==> src/rtl/pc_unit_if.sv <==
// Fetch-stage control bundle between the decode/CP0 side and the PC unit.
interface pc_unit_if;
    logic        stall;
    logic        req;
    logic        eret;
    logic [31:0] epc;
    logic [2:0]  npc_op;
    logic [31:0] cmp_o;
    logic [31:0] pc_D;
    logic [15:0] imm16;
    logic [25:0] instr_index;
    logic [31:0] rs_data;
    logic [31:0] pc_F;
    logic        bd_F;
    logic        adel_F;
    logic [31:0] pc8_D;

    modport master (
        output stall, req, eret, epc, npc_op, cmp_o, pc_D, imm16, instr_index, rs_data,
        input  pc_F, bd_F, adel_F, pc8_D
    );

    modport slave (
        input  stall, req, eret, epc, npc_op, cmp_o, pc_D, imm16, instr_index, rs_data,
        output pc_F, bd_F, adel_F, pc8_D
    );
endinterface

==> src/rtl/pc_unit.sv <==
// Fetch PC register with branch/jump/exception redirect, delay-slot flag,
// fetch address-error detection and link-address generation.
module pc_unit #(
    parameter logic [31:0] RESET_PC   = 32'h0000_3000,
    parameter logic [31:0] HANDLER_PC = 32'h0000_4180,
    parameter logic [31:0] IM_LO      = 32'h0000_3000,
    parameter logic [31:0] IM_HI      = 32'h0000_6FFC
) (
    input  logic       clk,
    input  logic       reset,
    pc_unit_if.slave   bus
);
    localparam int unsigned PC_W  = 32;
    localparam int unsigned OP_W  = 3;

    localparam logic [OP_W-1:0] OP_PC4    = OP_W'(0);
    localparam logic [OP_W-1:0] OP_BRANCH = OP_W'(1);
    localparam logic [OP_W-1:0] OP_J      = OP_W'(2);
    localparam logic [OP_W-1:0] OP_JR     = OP_W'(3);

    logic [PC_W-1:0] pc_q;
    logic [PC_W-1:0] pc_next;
    logic [PC_W-1:0] pc_plus4;
    logic [PC_W-1:0] branch_target;
    logic [PC_W-1:0] jump_target;
    logic            is_ctrl;

    assign pc_plus4      = pc_q + PC_W'(4);
    // Branch offset is word-scaled and relative to the delay slot (pc_D + 4).
    assign branch_target = bus.pc_D + PC_W'(4)
                         + {{14{bus.imm16[15]}}, bus.imm16, 2'b00};
    assign jump_target   = {bus.pc_D[31:28], bus.instr_index, 2'b00};

    assign is_ctrl = (bus.npc_op == OP_BRANCH) || (bus.npc_op == OP_J)
                  || (bus.npc_op == OP_JR);

    // Next fetch address; reserved op codes fall through to sequential fetch.
    always_comb begin
        pc_next = pc_plus4;
        if (bus.req) begin
            pc_next = HANDLER_PC;
        end else if (bus.eret) begin
            pc_next = bus.epc;
        end else if (bus.stall) begin
            pc_next = pc_q;
        end else begin
            case (bus.npc_op)
                OP_PC4:    pc_next = pc_plus4;
                OP_BRANCH: pc_next = bus.cmp_o[0] ? branch_target : pc_plus4;
                OP_J:      pc_next = jump_target;
                OP_JR:     pc_next = bus.rs_data;
                default:   pc_next = pc_plus4;
            endcase
        end
    end

    always_ff @(posedge clk) begin
        if (reset) begin
            pc_q <= RESET_PC;
        end else begin
            pc_q <= pc_next;
        end
    end

    assign bus.pc_F   = pc_q;
    assign bus.bd_F   = is_ctrl && !bus.req && !bus.eret;
    assign bus.adel_F = (pc_q[1:0] != 2'b00) || (pc_q < IM_LO) || (pc_q > IM_HI);
    assign bus.pc8_D  = bus.pc_D + PC_W'(8);
endmodule

==> src/flat_wrapper.sv <==
// flat-port wrapper written by rule: the top's interface ports become plain ports
module pc_unit_flat 
#(
    parameter logic [31:0] RESET_PC   = 32'h0000_3000,
    parameter logic [31:0] HANDLER_PC = 32'h0000_4180,
    parameter logic [31:0] IM_LO      = 32'h0000_3000,
    parameter logic [31:0] IM_HI      = 32'h0000_6FFC
)
  (clk, reset, bus_stall, bus_req, bus_eret, bus_epc, bus_npc_op, bus_cmp_o, bus_pc_D, bus_imm16, bus_instr_index, bus_rs_data, bus_pc_F, bus_bd_F, bus_adel_F, bus_pc8_D);
  pc_unit_if bus_i ();
  input  logic clk;
  input  logic reset;
  input wire logic [$bits(bus_i.stall)-1:0] bus_stall;
  input wire logic [$bits(bus_i.req)-1:0] bus_req;
  input wire logic [$bits(bus_i.eret)-1:0] bus_eret;
  input wire logic [$bits(bus_i.epc)-1:0] bus_epc;
  input wire logic [$bits(bus_i.npc_op)-1:0] bus_npc_op;
  input wire logic [$bits(bus_i.cmp_o)-1:0] bus_cmp_o;
  input wire logic [$bits(bus_i.pc_D)-1:0] bus_pc_D;
  input wire logic [$bits(bus_i.imm16)-1:0] bus_imm16;
  input wire logic [$bits(bus_i.instr_index)-1:0] bus_instr_index;
  input wire logic [$bits(bus_i.rs_data)-1:0] bus_rs_data;
  output wire logic [$bits(bus_i.pc_F)-1:0] bus_pc_F;
  output wire logic [$bits(bus_i.bd_F)-1:0] bus_bd_F;
  output wire logic [$bits(bus_i.adel_F)-1:0] bus_adel_F;
  output wire logic [$bits(bus_i.pc8_D)-1:0] bus_pc8_D;
  assign bus_i.stall = bus_stall;
  assign bus_i.req = bus_req;
  assign bus_i.eret = bus_eret;
  assign bus_i.epc = bus_epc;
  assign bus_i.npc_op = bus_npc_op;
  assign bus_i.cmp_o = bus_cmp_o;
  assign bus_i.pc_D = bus_pc_D;
  assign bus_i.imm16 = bus_imm16;
  assign bus_i.instr_index = bus_instr_index;
  assign bus_i.rs_data = bus_rs_data;
  assign bus_pc_F = bus_i.pc_F;
  assign bus_bd_F = bus_i.bd_F;
  assign bus_adel_F = bus_i.adel_F;
  assign bus_pc8_D = bus_i.pc8_D;
  pc_unit #(.RESET_PC(RESET_PC), .HANDLER_PC(HANDLER_PC), .IM_LO(IM_LO), .IM_HI(IM_HI)) u_core (.clk(clk), .reset(reset), .bus(bus_i));
endmodule
==> config.mk <==
export PLATFORM = sky130hd
export DESIGN_NAME = pc_unit_flat
export DESIGN_NICKNAME = d
export VERILOG_FILES = /design/src/rtl/pc_unit_if.sv /design/src/rtl/pc_unit.sv /design/src/flat_wrapper.sv
export SDC_FILE = /design/constraint.sdc
export NUM_CORES = 1
export LEC_CHECK = 0
export CELL_PAD_IN_SITES_DETAIL_PLACEMENT = 1
export CELL_PAD_IN_SITES_GLOBAL_PLACEMENT = 1
export CORE_MARGIN = 5
export CORE_UTILIZATION = 30
export CTS_CLUSTER_DIAMETER = 30
export DETAILED_ROUTE_END_ITERATION = 8
export PLACE_DENSITY_LB_ADDON = 0.1
export REMOVE_ABC_BUFFERS = 1
export SYNTH_ARGS = -nofsm -noshare
export SYNTH_HDL_FRONTEND = slang
export SYNTH_SLANG_ARGS = --single-unit
==> constraint.sdc <==
create_clock -name clk -period 3.75 [get_ports clk]
set_input_delay 0.5625 -clock clk [delete_from_list [all_inputs] [get_ports clk]]
set_output_delay 0.5625 -clock clk [all_outputs]
set_load 0.1 [all_outputs]
==> results.yml, run 1 <==
run_status:
  status: "complete, no violations"
clocking:
  cts_buffer_depth: 2
  cts_tree: "done"
  numCtsBuffers: 5
  clk_latency_ns: 0.29
  cts_setup_buffers: 0
  root_buffer: "clkbuf_16"
  clk_pin_slew_ns: 0.05
  cts_num_sinks: 32
  htreeDepth: 2
floorplan:
  rows: 49
  start_util_pct: 30.63
  ios: 244
  core-area_sq_um: 18020
  die_y_um: 145.7
  dieArea_sq_um: 21210
  die_x_um: 145.7
power:
  p_sw_uw: 998.9
  seqPwrFrac_pct: 18.2
  power.density_nw_per_um2: 252.6
  pwr-share-comb_pct: 61.7
  power_uw: 2183
  power.share.switching_pct: 45.76
  p_leak_uw: 0.003595
  power.internal_uw: 1184
  clkPwrFrac_pct: 20.1
  peakVddDrop_mv: 0.1726
finish:
  largest_reg_flops: 30
  drive_gt1_share_pct: 12.62
  final_cell_mix: "178 x clkdlybuf4s50_1, 82 x buf_4, 81 x a21oi_1, 79 x nand2_1, 70 x nor2_1"
  fin_util_pct: 47.94
  fin_nets: 1276
  post_layout_nonfiller_instances: 1267
  area_delta_synth_final_pct: 56.53
  antenna-diode-count: 0
  mostFrequentLayoutCell: "clkdlybuf4s50_1"
worst_hold_path:
  hold_class: "reg -> reg"
placement:
  routabilityCongestion: 0.8893
  port_buffers: 212
  hpwl_mm: 20.73
  placed_cells: 1260
job:
  drv_cap: 0
routing:
  route.detailed.drc: 0
  drt_wl_total_mm: 25.36
  vias: 7048
  vias_per_cell: 5.563
  wl_met1_mm: 11.71
  met3_length_mm: 1.786
  drtAntennaViolNets: 0
  dr.pass1.iters: 5
  wl_met2_mm: 11.43
  routed.top_layer: "met4"
  drt_iter0_drc: 450
  wire_per_inst_um: 20.01
grt:
  grt_pass1_wl_mm: 40.30
  grt_pass1_vias: 7267
  grt_overflow: 0
  grt_usage_pct: 23.09
  antenna_found_initial: 0
  grt_start_max_net_pins: 31
timing:
  drv_slew: 0
  rsz0062_at_grt: "no"
  finalClockSkew_ns: 0.004581
  final_hold_viol_count: 0
  setup-violations-final: 0
  max_freq_mhz: 283.1
  worst_pin_slew_ns: 1.031
  period_share_pct: 94.19
  finalCriticalPeriod_ns: 3.532
  slew_headroom_pct: 31.03
logic_synthesis:
  synth_area_sq_um: 5520
  syn_inst: 790
  ys_async_sr_fraction_pct: 0
  seq_area_frac_synth_pct: 11.60
  synth_warnings: 0
  synthFlopType: "dfxtp_1"
  ys_seq_elements: 32
  synth.avg_cell_area_sq_um: 6.988
  ys_types: 70
  synth-edff-count: 0
setup_path:
  crit_buf_inv: 2
  critPathMaxStageDelay_ns: 0.57
  critPathMaxFanout: 5
  cpMaxStageDelayCell: "clkdlybuf4s50_1"
  cp_data_arrival_time_ns: 2.97
  crit_top_cell: "nand4_1"
  critPathTopFamily: "simple AND/OR/NAND/NOR gates"
  cp_cell_sequence: "clkdlybuf4s50_1, and4_1, nand4_1, nor3_2, nand2b_1, nor2_2, nand4_1, xnor2_2, buf_12"
  required_ns: 3.19
  critPathLaunchType: "input port"
  criticalPathCategory: "in -> out"
  crit_path_end_kind: "primary output"
## cell usage after synthesis (5+ instances only)
cell type	n	area (sq um)
a2111oi_0	6	52.55
a211o_1	5	43.79
a211oi_1	11	82.58
a21o_1	16	120.1
a21oi_1	81	405.4
a221oi_1	7	61.31
a31oi_1	16	100.1
and3_1	13	81.33
buf_4	5	37.54
clkbuf_1	29	108.9
dfxtp_1	32	640.6
ha_1	59	738.2
inv_1	41	153.9
mux2i_1	9	90.09
nand2_1	79	296.5
nand2b_1	9	56.30
nand3_1	27	135.1
nand4_1	13	81.33
nor2_1	71	266.5
nor2b_1	6	37.54
nor3_1	19	95.09
nor4_1	5	31.28
o211ai_1	8	60.06
o21ai_0	44	220.2
o21bai_1	6	45.04
o221ai_1	10	87.58
o22ai_1	6	37.54
o31ai_1	7	52.55
or3_1	9	56.30
xnor2_1	41	359.1
xor2_1	28	245.2
## final timing paths
path	start	cells after the start	to	slack, ns
worst max-delay path	bus_pc_D[6]	9	bus_pc8_D[30]	0.22
worst min register to register	u_core.bus.pc_F[11]	2	u_core.bus.pc_F[11]	0.56
worst min-delay path	u_core.bus.pc_F[11]	2	u_core.bus.pc_F[11]	0.56
worst max register to register	u_core.bus.pc_F[6]	8	u_core.bus.pc_F[27]	1.15
## layout make-up
type	count	area (sq um)
clock buffers	7	152.6
fillers	2221	9384
inverters	41	153.9
multi-input cells	676	4569
flip-flops and latches	32	640.6
well taps	229	286.5
repair buffers	282	2838
## stage by stage
step           instance area, sq um   TNS, ns  hold WS, ns  setup slack (ns)
3_3_place_gp                   8467  -0.06516       0.5453          -0.06516
2_1_floorplan                  5343   -0.1513       0.6316          -0.08830
3_5_place_dp                   8467   -0.1016       0.5473          -0.09494
5_1_grt                        8641         0       0.6136           0.02457
4_1_cts                        8625         0       0.5598           0.07296
6_report                       8641         0       0.5607            0.2179
## cells by family (layout without fill, tap and decap cells)
logic type / count (synthesis) / after routing / share of synthesized area, %
AND/OR/NAND/NOR: 274 / 274 / 24.34
AO/OA/AOI/OAI: 264 / 264 / 31.73
buffers and inverters: 82 / 330 / 6.006
XOR/XNOR: 69 / 69 / 10.95
adder cells (fa/ha/maj): 60 / 60 / 13.74
flip-flops: 32 / 32 / 11.60
multiplexers: 9 / 9 / 1.632
## repair_timing
item                                   CTS  global route
endpoints found under the hold margin    0             0
pin swaps                                0             0
setup endpoints to repair                1             5
gates resized for setup                  1             4
hold buffers                             0             0
## metal layers
metal  vias to the layer above  track usage [%]
met3                        26            4.703
met4                         0            5.597
met5                         -                0
met1                      3373            31.43
met2                       224            37.50
li1                       3425                -
## worst min-delay path: cells and delay by family, from the launching register on
| family | cells | cell delay (ns) |
|---|---|---|
| DFF | 1 | 0.37 |
| and+or+nand+nor | 1 | 0.08 |
| AOI/OAI and AO/OA | 1 | 0.06 |
## power by group through the flow
stage                     Sequential [uW]  Clock (uW)  Combinational (uW)
after floorplan                       529           0                 616
after global placement                403           0                1330
after detailed placement              404           0                1340
after CTS                             396         445                1350
after global routing                  401         453                1450
final                                 397         439                1350
Power figures use the tool's default switching activity.
==> inputs of run 2 (changes only) <==
CELL_PAD_IN_SITES_DETAIL_PLACEMENT = 0   (was 1)
CORE_ASPECT_RATIO = 0.6   (was default)
==> results.yml, run 2 (synthesis results as in run 1) <==
finish:
  design_area_sq_um: 8690
  final_cell_mix: "178 x clkdlybuf4s50_1, 85 x buf_4, 81 x a21oi_1, 79 x nand2_1, 70 x nor2_1"
  largest_reg_flops: 30
  regArea_sq_um: 640.6
  area_delta_synth_final_pct: 57.41
  fill_cells: 1846
  fin_nets: 1280
  drive_gt1_share_pct: 12.86
  mostFrequentLayoutCell: "clkdlybuf4s50_1"
  antenna-diode-count: 0
  multiInputGateArea_sq_um: 4562
setup_path:
  critPathMaxStageDelay_ns: 0.52
  crit_path_end_kind: "primary output"
  required_ns: 3.19
  cp_data_arrival_time_ns: 2.98
  cpMaxStageDelayCell: "clkdlybuf4s50_1"
  critPathTopFamily: "simple AND/OR/NAND/NOR gates"
  critPathLaunchType: "input port"
  crit_top_cell: "nand4_1"
  crit_buf_inv: 2
  criticalPathCategory: "in -> out"
  critPathMaxFanout: 4
  cp_cell_sequence: "clkdlybuf4s50_1, and4_1, nand4_1, nor3_1, nand2b_1, nor2_2, nand4_1, xnor2_1, buf_12"
floorplan:
  dieArea_sq_um: 21300
  rows: 38
  core-area_sq_um: 18070
  start_util_pct: 30.55
  die_x_um: 185.1
  ios: 244
  die_y_um: 115.1
placement:
  hpwl_mm: 20.34
  port_buffers: 212
  routabilityCongestion: 0.8923
  placed_area_sq_um: 8523
clocking:
  root_buffer: "clkbuf_16"
  cts_buffer_depth: 2
  cts_tree: "done"
  cts.repair.resized: 0
  clk_pin_slew_ns: 0.06
  htreeDepth: 2
  cts_setup_buffers: 0
  cts_num_sinks: 32
  numCtsBuffers: 5
  clk_latency_ns: 0.28
  cts_hold_buf: 0
power:
  power.share.switching_pct: 45.87
  clkPwrFrac_pct: 20.0
  power.density_nw_per_um2: 252.8
  p_sw_uw: 1008
  power.internal_uw: 1189
  peakVddDrop_mv: 0.1493
  seqPwrFrac_pct: 18.1
  pwr-share-comb_pct: 61.9
  p_leak_uw: 0.003613
grt:
  grt_usage_pct: 22.34
  grt_pass1_wl_mm: 37.33
  grt_pass1_vias: 6346
  antenna_found_initial: 0
  grt_overflow: 0
  grt_start_max_net_pins: 36
timing:
  worst_pin_slew_ns: 1.048
  finalClockSkew_ns: 0.005681
  finalCriticalPeriod_ns: 3.541
  max_freq_mhz: 282.4
  timing.hold.ws_ns: 0.5380
  slew_headroom_pct: 29.94
  drv_slew: 0
  period_share_pct: 94.43
  setup-violations-final: 0
  final_hold_viol_count: 0
  rsz0062_at_grt: "no"
worst_hold_path:
  hold_class: "reg -> reg"
routing:
  dr.pass1.iters: 5
  drt_iter0_drc: 471
  vias: 6774
  drtAntennaViolNets: 0
  vias_per_cell: 5.284
  drt_wl_total_mm: 24.90
  wire_per_inst_um: 19.42
  route.detailed.drc: 0
run_status:
  status: "complete, no violations"
job:
  drv_cap: 0
-- run 2: cell types whose count changed in the layout (fill, tap and decap cells not counted) --
cell	delta
a2111oi_1	-1
xnor2_1	+1
a2111oi_2	+1
nor3_1	+1
nor3_2	-1
buf_4	+3
xnor2_2	-1
buf_12	+1
-- run 2: worst paths after layout --
| path | startpoint | to | slack [ns] | cells past startpoint |
|---|---|---|---|---|
| setup reg to reg | u_core.bus.pc_F[6] | u_core.bus.pc_F[30] | 1.31 | 8 |
| hold reg to reg | u_core.bus.pc_F[17] | u_core.bus.pc_F[17] | 0.54 | 2 |
| setup / recovery | bus_pc_D[5] | bus_pc8_D[30] | 0.21 | 9 |
| hold / removal | u_core.bus.pc_F[17] | u_core.bus.pc_F[17] | 0.54 | 2 |
-- run 2: worst register-to-register path: stages, from the launching register on --
cell	delay (ns)
dfxtp_1	0.45
and4_1	0.32
nand4_2	0.29
nor2_1	0.38
and4_1	0.28
nand3_1	0.10
xor2_1	0.21
a31oi_1	0.12
a21o_1	0.18
-- run 2: per-layer routing --
| layer | track usage [%] | part of all wire, % | vias to the layer above |
|---|---|---|---|
| met3 | 4.142 | 9.3 | 14 |
| met2 | 30.08 | 37 | 280 |
| met5 | 0 | 0 | - |
| li1 | - | - | 3442 |
| met1 | 36.65 | 53 | 3038 |
| met4 | 2.981 | 0.82 | 0 |
-- run 2: cell type report --
class                           instances  area share (%)
Clock buffer                            7           1.757
Inverter                               41           1.771
Multi-Input combinational cell        676           52.50
Sequential cell                        32           7.372
Tap cell                              240           3.456
Timing Repair Buffer                  286           33.15
-- run 2: through the flow --
stage | util, % | TNS, ns | std cells | worst slack, ns | power (uW)
4_1_cts | 48.02 | 0 | 1282 | 0.1057 | 2188
5_1_grt | 48.10 | 0 | 1282 | 0.02223 | 2302
2_1_floorplan | - | -0.1513 | 749 | -0.08830 | 1145
6_report | 48.10 | 0 | 1282 | 0.2088 | 2197
3_5_place_dp | 47.17 | -0.1259 | 1275 | -0.1259 | 1751
3_3_place_gp | 47.17 | -0.1053 | 1275 | -0.1053 | 1750
-- run 2: power groups by stage --
stage                     Combinational, uW  Sequential [uW]  Clock, uW
final                                  1360              397        440
after CTS                              1360              395        437
after global placement                 1350              403          0
after global routing                   1460              401        446
after floorplan                         616              529          0
after detailed placement               1350              403          0
